**config.mk**
```make
export PLATFORM = sky130hd
export DESIGN_NAME = strobe_stall_mux
export DESIGN_NICKNAME = d
export VERILOG_FILES = /design/src/rtl/strobe_stall_pkg.sv /design/src/rtl/strobe_stall_mux_rr_arbiter.sv /design/src/rtl/strobe_stall_mux.sv
export SDC_FILE = /design/constraint.sdc
export NUM_CORES = 1
export LEC_CHECK = 0
export CORE_MARGIN = 2
export CORE_UTILIZATION = 66
export CTS_CLUSTER_SIZE = 20
export DETAILED_ROUTE_END_ITERATION = 10
export DONT_BUFFER_PORTS = 1
export GPL_TIMING_DRIVEN = 1
export MAX_ROUTING_LAYER = met4
export PLACE_DENSITY = 0.82
export REMOVE_ABC_BUFFERS = 1
export SKIP_LAST_GASP = 1
export SYNTH_ARGS = -nofsm -noshare
export SYNTH_HDL_FRONTEND = slang
export SYNTH_SLANG_ARGS = --single-unit
```
**constraint.sdc**
```tcl
create_clock -name clk -period 7.23 [get_ports clk]
set_clock_uncertainty 0.2 [all_clocks]
set_input_delay 1.0845 -clock clk [delete_from_list [all_inputs] [get_ports clk]]
set_output_delay 1.0845 -clock clk [all_outputs]
set_load 0.05 [all_outputs]
```
**src/rtl/strobe_stall_pkg.sv**
```systemverilog
// Shared defaults and width helpers for the strobe/stall concentrator.
package strobe_stall_pkg;

  localparam int unsigned DEF_NUM_CH = 4;
  localparam int unsigned DEF_DEPTH  = 3;

  // Channel-tag width; a single channel still needs a 1-bit tag.
  function automatic int unsigned id_width(input int unsigned n);
    int unsigned w;
    w = 1;
    if (n > 1) begin
      w = unsigned'($clog2(n));
    end
    return w;
  endfunction

endpackage

```
**src/rtl/strobe_stall_mux_rr_arbiter.sv**
```systemverilog
// Combinational round-robin arbiter: searches from last_grant+1 (mod NUM_CH).
module rr_arbiter
  import strobe_stall_pkg::*;
#(
  parameter int unsigned NUM_CH = DEF_NUM_CH,
  parameter int unsigned ID_W   = id_width(NUM_CH)
) (
  input  logic [NUM_CH-1:0] req,
  input  logic [ID_W-1:0]   last_grant,
  output logic [NUM_CH-1:0] grant,
  output logic [ID_W-1:0]   grant_idx,
  output logic              grant_valid
);

  // First requester after last_grant wins; with NUM_CH=1 this is a pass-through.
  always_comb begin
    int unsigned cand;
    grant       = '0;
    grant_idx   = '0;
    grant_valid = 1'b0;
    cand        = 0;
    for (int unsigned off = 1; off <= NUM_CH; off++) begin
      cand = (32'(last_grant) + off) % NUM_CH;
      if (!grant_valid && req[cand]) begin
        grant_valid = 1'b1;
        grant[cand] = 1'b1;
        grant_idx   = ID_W'(cand);
      end
    end
  end

endmodule

```
**src/rtl/strobe_stall_mux.sv**
```systemverilog
// Multi-channel strobe/stall concentrator: per-channel pending counters
// feeding a round-robin arbiter and a single registered output event.
module strobe_stall_mux
  import strobe_stall_pkg::*;
#(
  parameter int unsigned NUM_CH = DEF_NUM_CH,
  parameter int unsigned DEPTH  = DEF_DEPTH,
  parameter int unsigned CNT_W  = $clog2(DEPTH + 1),
  parameter int unsigned ID_W   = id_width(NUM_CH)
) (
  input  logic              clk,
  input  logic              reset,
  input  logic [NUM_CH-1:0] source_strobe,
  output logic [NUM_CH-1:0] source_stall,
  output logic [NUM_CH-1:0] source_overflow,
  output logic              dest_strobe,
  output logic [ID_W-1:0]   dest_channel,
  input  logic              dest_stall
);

  logic [CNT_W-1:0]  count      [NUM_CH];
  logic [CNT_W-1:0]  count_next [NUM_CH];
  logic [NUM_CH-1:0] stall_next;
  logic [NUM_CH-1:0] accept;
  logic [NUM_CH-1:0] req;
  logic [NUM_CH-1:0] arb_grant;
  logic [NUM_CH-1:0] grant;
  logic [ID_W-1:0]   grant_idx;
  logic              grant_valid;
  logic [ID_W-1:0]   last_grant;
  logic              out_free;

  // Output slot is free when empty or being consumed this cycle.
  assign out_free = !dest_strobe || !dest_stall;
  assign accept   = source_strobe & ~source_stall;

  // Channels with at least one pending event request the arbiter.
  always_comb begin
    req = '0;
    for (int unsigned i = 0; i < NUM_CH; i++) begin
      req[i] = (count[i] != '0);
    end
  end

  rr_arbiter #(
    .NUM_CH (NUM_CH),
    .ID_W   (ID_W)
  ) u_arb (
    .req         (req),
    .last_grant  (last_grant),
    .grant       (arb_grant),
    .grant_idx   (grant_idx),
    .grant_valid (grant_valid)
  );

  assign grant = arb_grant & {NUM_CH{out_free}};

  // Next count (+accept, -grant) and the stall it implies; stall is only
  // deasserted below DEPTH, so count can neither overflow nor underflow.
  always_comb begin
    stall_next = '0;
    for (int unsigned i = 0; i < NUM_CH; i++) begin
      count_next[i] = count[i] + CNT_W'(accept[i]) - CNT_W'(grant[i]);
      stall_next[i] = (count_next[i] == CNT_W'(DEPTH));
    end
  end

  // Per-channel counters, stall and sticky overflow flags.
  always_ff @(posedge clk) begin
    if (reset) begin
      for (int unsigned i = 0; i < NUM_CH; i++) begin
        count[i] <= '0;
      end
      source_stall    <= '1;
      source_overflow <= '0;
    end else begin
      for (int unsigned i = 0; i < NUM_CH; i++) begin
        count[i] <= count_next[i];
      end
      source_stall    <= stall_next;
      source_overflow <= source_overflow | (source_strobe & source_stall);
    end
  end

  // Output event register and round-robin pointer; both hold while stalled.
  always_ff @(posedge clk) begin
    if (reset) begin
      dest_strobe  <= 1'b0;
      dest_channel <= '0;
      last_grant   <= ID_W'(NUM_CH - 1);
    end else if (out_free) begin
      dest_strobe <= grant_valid;
      if (grant_valid) begin
        dest_channel <= grant_idx;
        last_grant   <= grant_idx;
      end
    end
  end

endmodule
```
Word-level counts from Yosys, hierarchy flattened
Memory sizes are Yosys's and may differ from the RTL's.
Index checks and enable logic that the tools add are counted.
{"block": "totals", "ramBits": 8, "n_memories": 1, "output_inout_bits": 11, "regBits": 13}
{"block": "classes", "n_bitwise": 12, "eq_ne": 4, "n_reduce_logical": 18, "add_sub_neg": 12, "n_mux": 35, "order_cmp": 8}
{"name": "count", "words": 4, "word_bits": 2, "read_ports": 4, "rd_clocked_by_memory_dff": 0, "write_ports": 4, "line_no": "strobe_stall_mux.sv:21", "source": "logic [CNT_W-1:0] count [NUM_CH];"}
{"op": "2-to-1 mux 2 bit", "n": 8}
{"op": "2-to-1 mux 4 bit", "n": 4}
{"op": "bitwise OR 4 bit", "n": 4}
{"op": "2-to-1 mux 1 bit", "n": 15}
{"op": "AND 4 bit", "n": 3}
{"op": "< comparator 2 x 3 -> 1 bit, second input constant", "n": 4}
{"op": "adder 2 x 1 -> 2 bit", "n": 4}
{"op": "binary-select mux 1 bit (select 2 bit)", "n": 4}
{"op": "demux 1 bit (select 2 bit)", "n": 4}
{"op": "equality test 2 bit, second input constant", "n": 4}
{"op": ">= comparator 2 x 1 -> 1 bit, second input constant", "n": 4}
{"op": "nonzero test 2 bit", "n": 4}
{"op": "subtractor 2 x 1 -> 2 bit", "n": 4}
{"op": "logical AND 1 bit", "n": 7}
{"op": "zero test 1 bit", "n": 5}
{"op": "adder 2 x 1 -> 2 bit, second input constant", "n": 2}
{"op": "adder 2 bit, second input constant", "n": 2}
{"op": "NOT 4 bit", "n": 1}
{"op": "bitwise OR 1 bit", "n": 4}
{"op": "AND reduction 2 bit", "n": 1}
{"op": "logical OR 1 bit", "n": 1}

Longest topological paths before layout
{"block": "depth", "depth_word": 16, "mapped_depth": 14, "ltp_nobuf": 12}

Modules after synthesis
From an unflattened synthesis, not the netlist that was laid out.
{"block": "hier_totals", "cells_unflattened": 163, "area_unflattened_um2": 1411.4}
{"mod": "strobe_stall_mux", "cells_per_inst": 95, "area_per_inst_um2": 885.8, "instances": 1, "seq_area_each_um2": 420.4}
{"mod": "rr_arbiter", "cells_per_inst": 68, "area_per_inst_um2": 525.5, "instances": 1, "seq_area_each_um2": 0.0}

Least setup slack after synthesis
OpenSTA, ideal clock, no wires.
{"block": "synth_path", "kind": "register to register", "startpoint": "register last_grant[1]", "endpoint": "register source_stall[3]", "period_less_slack_ns": 3.392, "path_buffers": 2, "setup_time_ns": 0.114, "stages_incl_launch_ff": 15, "t_required_ns": 6.916, "arrival_ns": 3.078, "path_slack_ns": 3.838, "path_cell_list": "dfxtp_1 clkbuf_1 inv_1 ha_1 clkbuf_1 nor3_1 o31ai_1 nor4_4 a221o_1 ha_1 inv_1 ha_1 xnor2_1 xnor2_1 a21o_1"}
{"block": "synth_via", "elab_chain_len": 16, "elab_cells_between_ends": 51, "cone_classes": "add/sub: 5; order compare: 8; eq/ne: 1; mux: 23; bitwise: 4; reduce/logical: 10"}
{"item": "from (decl)", "line_no": "strobe_stall_mux.sv:30", "source": "logic [ID_W-1:0] last_grant;"}
{"item": "from (signal assigned)", "line_no": "strobe_stall_mux.sv:90", "source": "last_grant <= ID_W'(NUM_CH - 1);"}
{"item": "from (signal assigned)", "line_no": "strobe_stall_mux.sv:95", "source": "last_grant <= grant_idx;"}
{"item": "parallel branches: the longest is 12 deep, another holds < comparator 2 x 3 -> 1 bit"}
{"item": "2-to-1 mux 4 bit *", "line_no": "strobe_stall_mux_rr_arbiter.sv:24", "source": "if (!grant_valid && req[cand]) begin"}
{"item": "AND 4 bit *", "line_no": "strobe_stall_mux.sv:56", "source": "assign grant = arb_grant & {NUM_CH{out_free}};"}
{"item": "subtractor 2 x 1 -> 2 bit *", "line_no": "strobe_stall_mux.sv:63", "source": "count_next[i] = count[i] + CNT_W'(accept[i]) - CNT_W'(grant[i]);"}
{"item": "equality test 2 bit *", "line_no": "strobe_stall_mux.sv:64", "source": "stall_next[i] = (count_next[i] == CNT_W'(DEPTH));"}
{"item": "to (signal assigned)", "line_no": "strobe_stall_mux.sv:80", "source": "source_stall <= stall_next;"}
{"item": "to (decl)", "line_no": "strobe_stall_mux.sv:14", "source": "output logic [NUM_CH-1:0] source_stall,"}
Every way passes the cells marked *. The select of a mux whose other input is x is not followed.
A chain may end at the register's enable or synchronous reset.

Final worst setup path
{"block": "layout_path", "startpoint": "register last_grant[0]", "endpoint": "register source_stall[2]"}
Same word-level chain as after synthesis.

==> results.toml <==
[worst_setup_path]
cp_slowest_cell = "sky130_fd_sc_hd__dfxtp_1"
cp_data_arrival_time_ns = 3.92
critical_path_type = "register to register"
critical-path-top-cell-by-count = "sky130_fd_sc_hd__ha_1"
worst_path_dominant_cell_family = "adder cells"
worst_setup_path_start_kind = "register"
worst-endpoint-required_ns = 7.26
worstSetupEndpointType = "register"
cp_max_fo = 18
cp_cell_sequence = "inv_1 > ha_1 > mux4_2 > nand3_1 > a21oi_1 > a221o_1 > ha_1 > inv_1 > ha_1 > xnor2_1 > xnor2_1 > a21o_1"
crit_buf_inv = 2
max_stage_delay_ns = 0.73

[global_route]
grtUsageTotal_pct = 25.6
grt_max_degree = 23
grt_pass1_vias = 1083
global_route_wire_length_before_repair_um = 4770
total_congestion_overflow_after_global_routing = 0
number_of_antenna_violations_at_the_first_check_in_global_routing = 0

[finish]
most_common_cell_after_layout_fill_and_taps_aside = "sky130_fd_sc_hd__dfxtp_1"
multi_input_comb_area_um2 = 900
final_cell_mix = "sky130_fd_sc_hd__dfxtp_1, sky130_fd_sc_hd__ha_1, sky130_fd_sc_hd__a21oi_1, sky130_fd_sc_hd__nor2b_1, sky130_fd_sc_hd__nor2_1"
fill_cells = 147
drive_gt1_share_pct = 7.84
layoutNonFillerInstCount = 180
syn_to_final_growth_pct = 1.34
final_nets = 177
n_antenna_cell = 0
ff_latch_area_um2 = 420

[timing]
report.final.hold_viol_count = 0
setup_violations = 0
slew_viol_final = 0
max_freq_ghz = 0.257
post-route-period-util_pct = 53.8
worst_slack_ns = 3.34
slew_headroom_pct = 59.3
tightest_slew_ns = 0.610
total_negative_setup_slacks_ns = 0
period_needed_ns = 3.89
setup_repair_after_global_routing_missed_its_margin = "false"

[detailed_routing]
detail_route.iter0.violations = 24
wl_met2_um = 1370
drt-total-wl_um = 2720
drc = 0
routed_wire_length_per_instance_um = 15.1
top_signal_layer_used = "met4"
detail_route.vias_per_cell = 6.24
route.antenna.remaining_nets = 0
vias = 1123
drt-pass1-iter-count = 4
detail_route.wirelength.met1_um = 1140
met3_length_um = 197

[yosys]
yosys_warnings = 0
avgSynthCellArea_um2 = 8.88
postSynth.topFlopCell = "sky130_fd_sc_hd__dfxtp_1"
cell_area_after_synthesis_mm2 = 0.00140
syn_inst_count = 158
flip_flop_and_latch_count_after_synthesis = 21
synth.yosys.seq_area_share_pct = 30.0
synth-edff-count = 0
yosysUniqueCellTypes = 37
ys_async_sr_fraction_pct = 0

[clock_tree]
number_of_clock_sinks = 21
post-cts-setup-buffers = 0
cts_hold_repair.buffers = 0
insertion_delay_of_the_later_clocked_pin_in_the_worst_skew_pair_ns = 0.31
cts_max_path_buffers = 2
cts-root-buf = "sky130_fd_sc_hd__clkbuf_4"
cts_tree = "built"
cts_buffers = 3
h_tree_level_count = 1
clk_pin_slew_ns = 0.13
cts-resized-gates = 0

[placed_design]
detailedPlace.worstSlack_ns = 3.42
routabilityCongestion = 0.881
detailed_place_hpwl_um = 2000
port_buffers = 0
dp_cells = 176

[floorplanning]
fp.dieH_um = 50.1
placeableCoreArea_mm2 = 0.00198
initial_utilization_pct = 70.8
io_pins = 18
placement_rows = 16
die_boundary_width_um = 50.1
die_area_mm2 = 0.00251

[status]
run_status = "finished, final reports clean"

[job]
cap_violations = 0

[hold_path]
hp-class = "register to register"
registers in the layout, summed over array words and instances, names as in the netlist:
signal           cells
dest_strobe          1
dest_channel         2
source_stall         4
count                8
last_grant           2
source_overflow      4
Yosys cell counts (all sizes together), types with 2 or more instances:
| cell | instances | area [µm²] |
|---|---|---|
| dfxtp | 21 | 420 |
| ha | 16 | 200 |
| a21oi | 14 | 70.1 |
| nor2b | 12 | 75.1 |
| nor2 | 11 | 41.3 |
| inv | 10 | 37.5 |
| nand2 | 9 | 33.8 |
| xnor2 | 8 | 70.1 |
| nand3 | 6 | 30.0 |
| clkbuf | 5 | 18.8 |
| nor3 | 5 | 25.0 |
| a21o | 4 | 30.0 |
| a221o | 4 | 40.0 |
| buf | 4 | 26.3 |
| or2 | 4 | 25.0 |
| mux4 | 3 | 71.3 |
| o21ai | 3 | 15.0 |
| o31ai | 3 | 22.5 |
| and3 | 2 | 13.8 |
| nor4 | 2 | 27.5 |
worst reg2reg max path, stage by stage, from the launching register on:
cell and delay [ns]:
sky130_fd_sc_hd__dfxtp_1 0.73, sky130_fd_sc_hd__inv_1 0.33, sky130_fd_sc_hd__ha_1 0.56, sky130_fd_sc_hd__mux4_2 0.43, sky130_fd_sc_hd__nand3_1 0.13, sky130_fd_sc_hd__a21oi_1 0.08
sky130_fd_sc_hd__a221o_1 0.32, sky130_fd_sc_hd__ha_1 0.28, sky130_fd_sc_hd__inv_1 0.04, sky130_fd_sc_hd__ha_1 0.20, sky130_fd_sc_hd__xnor2_1 0.21, sky130_fd_sc_hd__xnor2_1 0.12
sky130_fd_sc_hd__a21o_1 0.18
worst paths after layout:
path / startpoint / endpoint / slack [ns] / cells after the start
hold reg to reg: count[1][1]$_SDFF_PP0_ / count[1][1]$_SDFF_PP0_ / 0.42 / 2
setup reg to reg: last_grant[0]$_SDFFE_PP1P_ / source_stall[2]$_SDFF_PP1_ / 3.34 / 12
setup / recovery: last_grant[0]$_SDFFE_PP1P_ / source_stall[2]$_SDFF_PP1_ / 3.34 / 12
hold / removal: count[1][1]$_SDFF_PP0_ / count[1][1]$_SDFF_PP0_ / 0.42 / 2
layer usage:
| metal | vias up | track usage [%] |
|---|---|---|
| met5 | - | - |
| met4 | 0 | 9.72 |
| met3 | 2 | 6.06 |
| met2 | 46 | 41.2 |
| met1 | 523 | 30.9 |
| li1 | 552 | - |
final cells by class:
| class | instances | area share (%) |
|---|---|---|
| Inverter | 10 | 2.64 |
| Multi-Input combinational cell | 118 | 63.3 |
| Clock inverter | 1 | 0.528 |
| Clock buffer | 3 | 1.58 |
| Tap cell | 27 | 2.38 |
| Sequential cell | 21 | 29.6 |
cells by family (layout without fill, tap and decap cells):
family          count (synthesis)  after routing  share of synthesized area, %
mux                             3              3                          5.08
flops                          21             21                          30.0
fa+ha+maj                      16             16                          14.3
simple gates                   54             54                          20.9
buf+inv                        19             14                          5.89
compound gates                 37             37                          18.9
xor+xnor                        8              8                          5.00
stage by stage:
step | hold WS, ns | utilization (%) | instance area, µm²
2_1_floorplan | 0.359 | - | 1360
3_3_place_gp | 0.403 | 70.2 | 1390
3_5_place_dp | 0.401 | 70.2 | 1390
4_1_cts | 0.422 | 71.7 | 1420
5_1_grt | 0.470 | 71.7 | 1420
6_report | 0.421 | 71.7 | 1420
Power is left out: the tool's default activity adds up to more than one toggle a clock period on the data nets, which glitch-free logic cannot reach.
